`config.mk`:
```
export PLATFORM = sky130hd
export DESIGN_NAME = debounce_filter
export DESIGN_NICKNAME = d
export VERILOG_FILES = /design/src/rtl/debounce_filter.sv
export SDC_FILE = /design/constraint.sdc
export NUM_CORES = 1
export LEC_CHECK = 0
export ABC_AREA = 1
export BUFFER_PORTS_ARGS = -buffer_cell sky130_fd_sc_hd__buf_4
export CAP_MARGIN = 20
export CORE_AREA = 5 5 42 44
export DETAILED_ROUTE_END_ITERATION = 10
export DIE_AREA = 0 0 47 49
export GPL_ROUTABILITY_DRIVEN = 0
export PLACE_DENSITY_LB_ADDON = 0.3
export SKIP_CTS_REPAIR_TIMING = 1
export SKIP_LAST_GASP = 1
export SYNTH_ARGS = -nofsm -noshare
export SYNTH_HDL_FRONTEND = slang
export SYNTH_SLANG_ARGS = --single-unit
```
`constraint.sdc`:
```
create_clock -name clk -period 1.52 [get_ports clk]
set_clock_uncertainty 0.05 [all_clocks]
set_input_delay 0.152 -clock clk [delete_from_list [all_inputs] [get_ports clk]]
set_output_delay 0.152 -clock clk [all_outputs]
set_load 0.01 [all_outputs]
```
`src/rtl/debounce_filter.sv`:
```
// debounce_filter: single-bit stability filter with rise/fall event pulses.
// Define DEBOUNCE_FILTER_SPECIFY_DELAYS_EN for clk->q path delays and a d setup check.
module debounce_filter #(
  parameter int STABLE_CNT = 4,
  parameter int CNT_W      = 3
) (
  input  logic clk,
  input  logic rst_n,
  input  logic d,
  output logic q,
  output logic rise,
  output logic fall,
  output logic busy
);

  localparam logic [CNT_W-1:0] LAST = CNT_W'(STABLE_CNT - 1);

  logic             d_r;
  logic [CNT_W-1:0] cnt;
  logic             commit;

  assign busy   = d_r ^ q;
  assign commit = busy && (cnt == LAST);

  always_ff @(posedge clk or negedge rst_n) begin
    if (!rst_n) begin
      d_r  <= 1'b0;
      cnt  <= '0;
      q    <= 1'b0;
      rise <= 1'b0;
      fall <= 1'b0;
    end else begin
      d_r  <= d;
      rise <= 1'b0;
      fall <= 1'b0;
      unique case (1'b1)
        !busy: begin
          cnt <= '0;
        end
        commit: begin
          q    <= d_r;
          cnt  <= '0;
          rise <= d_r;
          fall <= ~d_r;
        end
        default: begin
          cnt <= cnt + CNT_W'(1);
        end
      endcase
    end
  end

`ifdef DEBOUNCE_FILTER_SPECIFY_DELAYS_EN
  specify
    specparam tRise_clk_q = 150;
    specparam tFall_clk_q = 200;
    specparam tSetup      = 70;
    (clk => q)    = (tRise_clk_q, tFall_clk_q);
    (clk => rise) = (tRise_clk_q, tFall_clk_q);
    (clk => fall) = (tRise_clk_q, tFall_clk_q);
    $setup(d, posedge clk, tSetup);
  endspecify
`else
  // zero-delay outputs, no timing checks
`endif

endmodule

```
* Word level (Yosys, flattened, before mapping)
Cells that the tools add are included.
Word-level totals: register bits 7, bits of input ports 3, output and inout port bits 4
Operators by class: $add $sub $neg 1, equality and inequality tests 1, muxes and demuxes 3, bitwise logic cells 2, reductions and logical operators 3
Operators by type and width (number):
- $add 3x1->3 const B | 1
- $eq 3x2->1 const B | 1
- $mux 3 | 1
- $mux 1 | 2
- $reduce_or 2->1 | 1
- $logic_and 1x1->1 | 1
- $logic_not 1->1 | 1
- $not 1->1 | 1
- $xor 1x1->1 | 1

* Logic depth before layout (Yosys ltp)
depth after elaboration 4, depth in mapped cells 5, gate-level depth less buffers 5

* Least setup slack after synthesis
Ideal clock, no wire load.
path type reg2reg, start point register cnt[0], end point register cnt[0], setup time 0.071 ns, data arrival time 0.948 ns, data required time 1.399 ns, setup slack 0.451 ns, cell stages (with the launch flop) 6, buffers on the path 0, clock period less this slack 1.069 ns, cells stage by stage dfrtp_1 > ha_1 > ha_1 > inv_2 > nand2_2 > nor2_1
Between the ends: cells in the longest elaborated chain, start to end 4, elaborated cells on any way between the ends 5
Ends and longest elaborated chain:
- start, declared | RTL line 19 | logic [CNT_W-1:0] cnt;
- start signal, assigned | RTL line 47 | cnt <= cnt + CNT_W'(1);
- parallel branches: the longest is 3 deep, another holds $add 3x1->3
- $mux 3 (*) | RTL line 36 | unique case (1'b1)
Every way passes the cells marked *. A chain may end at the register's enable or synchronous reset.

* Final worst setup path
start point register q, end point output busy
Between the ends: cells in the longest elaborated chain, start to end 1
Ends and longest elaborated chain:
- start, declared | RTL line 10 | output logic q,
- start signal, assigned | RTL line 41 | q <= d_r;
- $xor 1x1->1 | RTL line 22 | assign busy = d_r ^ q;
- end, declared | RTL line 13 | output logic busy
No other way between the ends.

==> flow_summary_export.csv <==
group,metric,value,unit
status,status,"finished, final reports clean",
route,wire_per_inst,7.66,um
logic_synthesis,async_reset_ff_share,100,%
worst_setup_path,r2r_start,"cnt[0]",
power,p_per_area,1560,nW/um^2
floorplan,design.die.area,2300,sq um
logic_synthesis,synth_area,267,sq um
worst_setup_path,cp.required,1.32,ns
floorplan,die_y,49,um
global_routing,antenna_found_initial,0,
worst_setup_path,reg2reg_to,"cnt[1]",
global_routing,grt_overflow,0,
global_routing,grt_max_degree,8,
route,drt-pass1-iter-count,2,
floorplan,core_region_area,1400,sq um
worst_setup_path,crit_fanout,3,
route,drtIter0Drc,2,
logic_synthesis,yosysTopAreaCellShare,65.7,%
logic_synthesis,synthAdderAreaFrac,9.39,%
global_routing,use_met1,5.83,%
timing,rsz0062_at_grt,"false",
logic_synthesis,synth_top_area_cell,"dfrtp_1",
place,hpwl,309,um
timing,layout_min_cycle_time,1.18,ns
logic_synthesis,ys_ff_latch,7,
route,finalWirelength,406,um
route,drcViolationCount,0,
global_routing,grt.busiest_layer,"met1",
logic_synthesis,synth_xor_area_share,0,%
worst_setup_path,cp_slowest_cell,"dfrtp_1",
hold_path,min_path_type,"input pin to async pin",
logic_synthesis,yosys_warnings,0,
power,leakage,0.198,nW
floorplan,start_util,19.0,%
job,cap_viol_max_count,0,
logic_synthesis,synth_flop_cell,"dfrtp_1",
cells_and_area,drive_gt1_share,32.4,%
logic_synthesis,synth_top_family_by_area,"simple AND/OR/NAND/NOR gates",
worst_setup_path,cp-start-kind,"flop",
worst_setup_path,slowest_delay,0.39,ns
logic_synthesis,synth_enable_flop_cells,0,
cells_and_area,stdcell_count,53,
route,detail-route-antenna-nets,0,
cts,numCtsBuffers,3,
logic_synthesis,synth.most_common_cell,"dfrtp_1",
cells_and_area,areaGrowthSynthToFinish,41.8,%
worst_setup_path,r2r_slack,0.38,ns
cts,ctsRootBufferMaster,"clkbuf_4",
timing,hold_violations,0,
worst_setup_path,critPathLaunch,"q",
timing,tns,0,ns
global_routing,grtUsageTotal,4.68,%
power,irDropWorstVdd,742,uV
floorplan,num_rows,14,
timing,slew_headroom,92.4,%
logic_synthesis,mappedNetlistNets,30,
worst_setup_path,rr_worst_depth,5,
logic_synthesis,synth_compound_area_share,1.88,%
cells_and_area,fin_nets,43,
route,viasPerCell,3.62,
logic_synthesis,synth-simple-area-share,16.0,%
worst_setup_path,path_class,"flop to output pin",
place,port_buffers,6,
place,placed_cells,47,
worst_setup_path,endpoint,"busy",
global_routing,grt_pass1_wl,738,um
global_routing,grt_pass1_vias,186,
cts,clock-sinks,7,
logic_synthesis,postSynthCellCount,25,
logic_synthesis,synth_area_leaders,"dfrtp_1 66%, ha_1 9.4%, nor2_1 7.0%, inv_1 5.6%, nand2_2 4.7%",
worst_setup_path,crit_chain,"inv_1, nand2_1, nand2_2, buf_4",
route,vias,192,
global_routing,gr-usage-met2,5.66,%
cells_and_area,diodes,0,
cts,cts_tree,"yes",
logic_synthesis,synthTopCellsByCount,"7 x dfrtp_1, 5 x nor2_1, 4 x inv_1",
timing,worstMarginPinSlew,0.114,ns
logic_synthesis,avgSynthCellArea,10.7,sq um
global_routing,grt_use_met3,5.54,%
logic_synthesis,ys_seq_area_share,65.7,%
floorplan,ios,7,
worst_setup_path,end_kind,"output pin",
floorplan,dieWidth,47,um
cts,h-tree-depth,1,
timing,setup_violations,0,
cts,clk-insertion-delay-late,0.25,ns
cts,cts_buffer_depth,2,
logic_synthesis,yosysUniqueCellTypes,8,
worst_setup_path,cp_data_arrival_time,0.98,ns
cts,clk_pin_slew_worst_paths,0.05,ns
timing,drv_slew,0,
timing,max_freq,845,MHz
timing,period_share,77.8,%
logic_synthesis,synthMuxAreaShare,0,%
## state kept, by name, summed over array words and instances, names as in the netlist
signal	flops
cnt	3
d_r	1
fall	1
q	1
rise	1
## layout by cell type (no fill, tap or decap)
cell	count
ha_1	2
clkbuf_4	3
nand2_1	3
dlygate4sd3_1	2
nand2_2	2
clkbuf_1	1
buf_4	6
nor2_1	5
o21ai_1	1
inv_1	4
dfrtp_1	7
inv_2	1
## final cells by class
cell class / count / area, sq um
clock buffer: 4 / 26.3
fill: 160 / 1020
inverter: 5 / 18.8
multi-input combinational: 13 / 72.6
sequential: 7 / 175
tap: 16 / 20.0
timing repair buffer: 8 / 65.1
## power by group
| part | switching, mW | internal, mW |
|---|---|---|
| clock network | 0.0645 | 0.0999 |
| logic | 0.0931 | 0.0781 |
| registers | 0.0218 | 0.233 |
| total | 0.179 | 0.411 |
## layer usage
layer / wire length (um) / vias to the layer above
met5: 0 / -
met4: 0 / 0
met3: 67 / 0
met2: 161 / 9
met1: 177 / 87
li1: - / 96
## per-stage QoR
| step | power (mW) | area, sq um | hold WS, ns | util, % | worst slack (ns) |
|---|---|---|---|---|---|
| after detailed placement | 0.431 | 332 | -0.0786 | 23.7 | 0.380 |
| after global routing | 0.654 | 378 | 0.210 | 27.0 | 0.241 |
| final | 0.590 | 378 | 0.202 | 27.0 | 0.337 |
| after floorplan | 0.364 | 267 | -0.194 | - | 0.451 |
| after global placement | 0.432 | 332 | -0.0775 | 23.7 | 0.396 |
| after CTS | 0.603 | 358 | -0.348 | 25.5 | 0.319 |
## worst max-delay path, delay by kind of cell, from the launching register on
kind	cells	cell delay, ns
DFF	1	0.39
buffers and inverters	2	0.20
and+or+nand+nor	2	0.15
## cell families (layout without fill, tap and decap cells)
| family | Yosys count | count (layout) |
|---|---|---|
| AND/OR/NAND/NOR | 10 | 10 |
| buffers and inverters | 5 | 17 |
| flip-flops | 7 | 7 |
| AO/OA/AOI/OAI | 1 | 1 |
| adder cells (fa/ha/maj) | 2 | 2 |
## worst min-delay path by stage
stage	startpoint	end	slack, ns
detailed placement	rst_n	rise	-0.08
global route	rst_n	cnt[2]	0.21
global placement	rst_n	rise	-0.08
finish	rst_n	rise	0.20
CTS	rst_n	rise	-0.35
floorplan	rst_n	cnt[0]	-0.19
No activity file was read; power rests on OpenSTA's default activity.
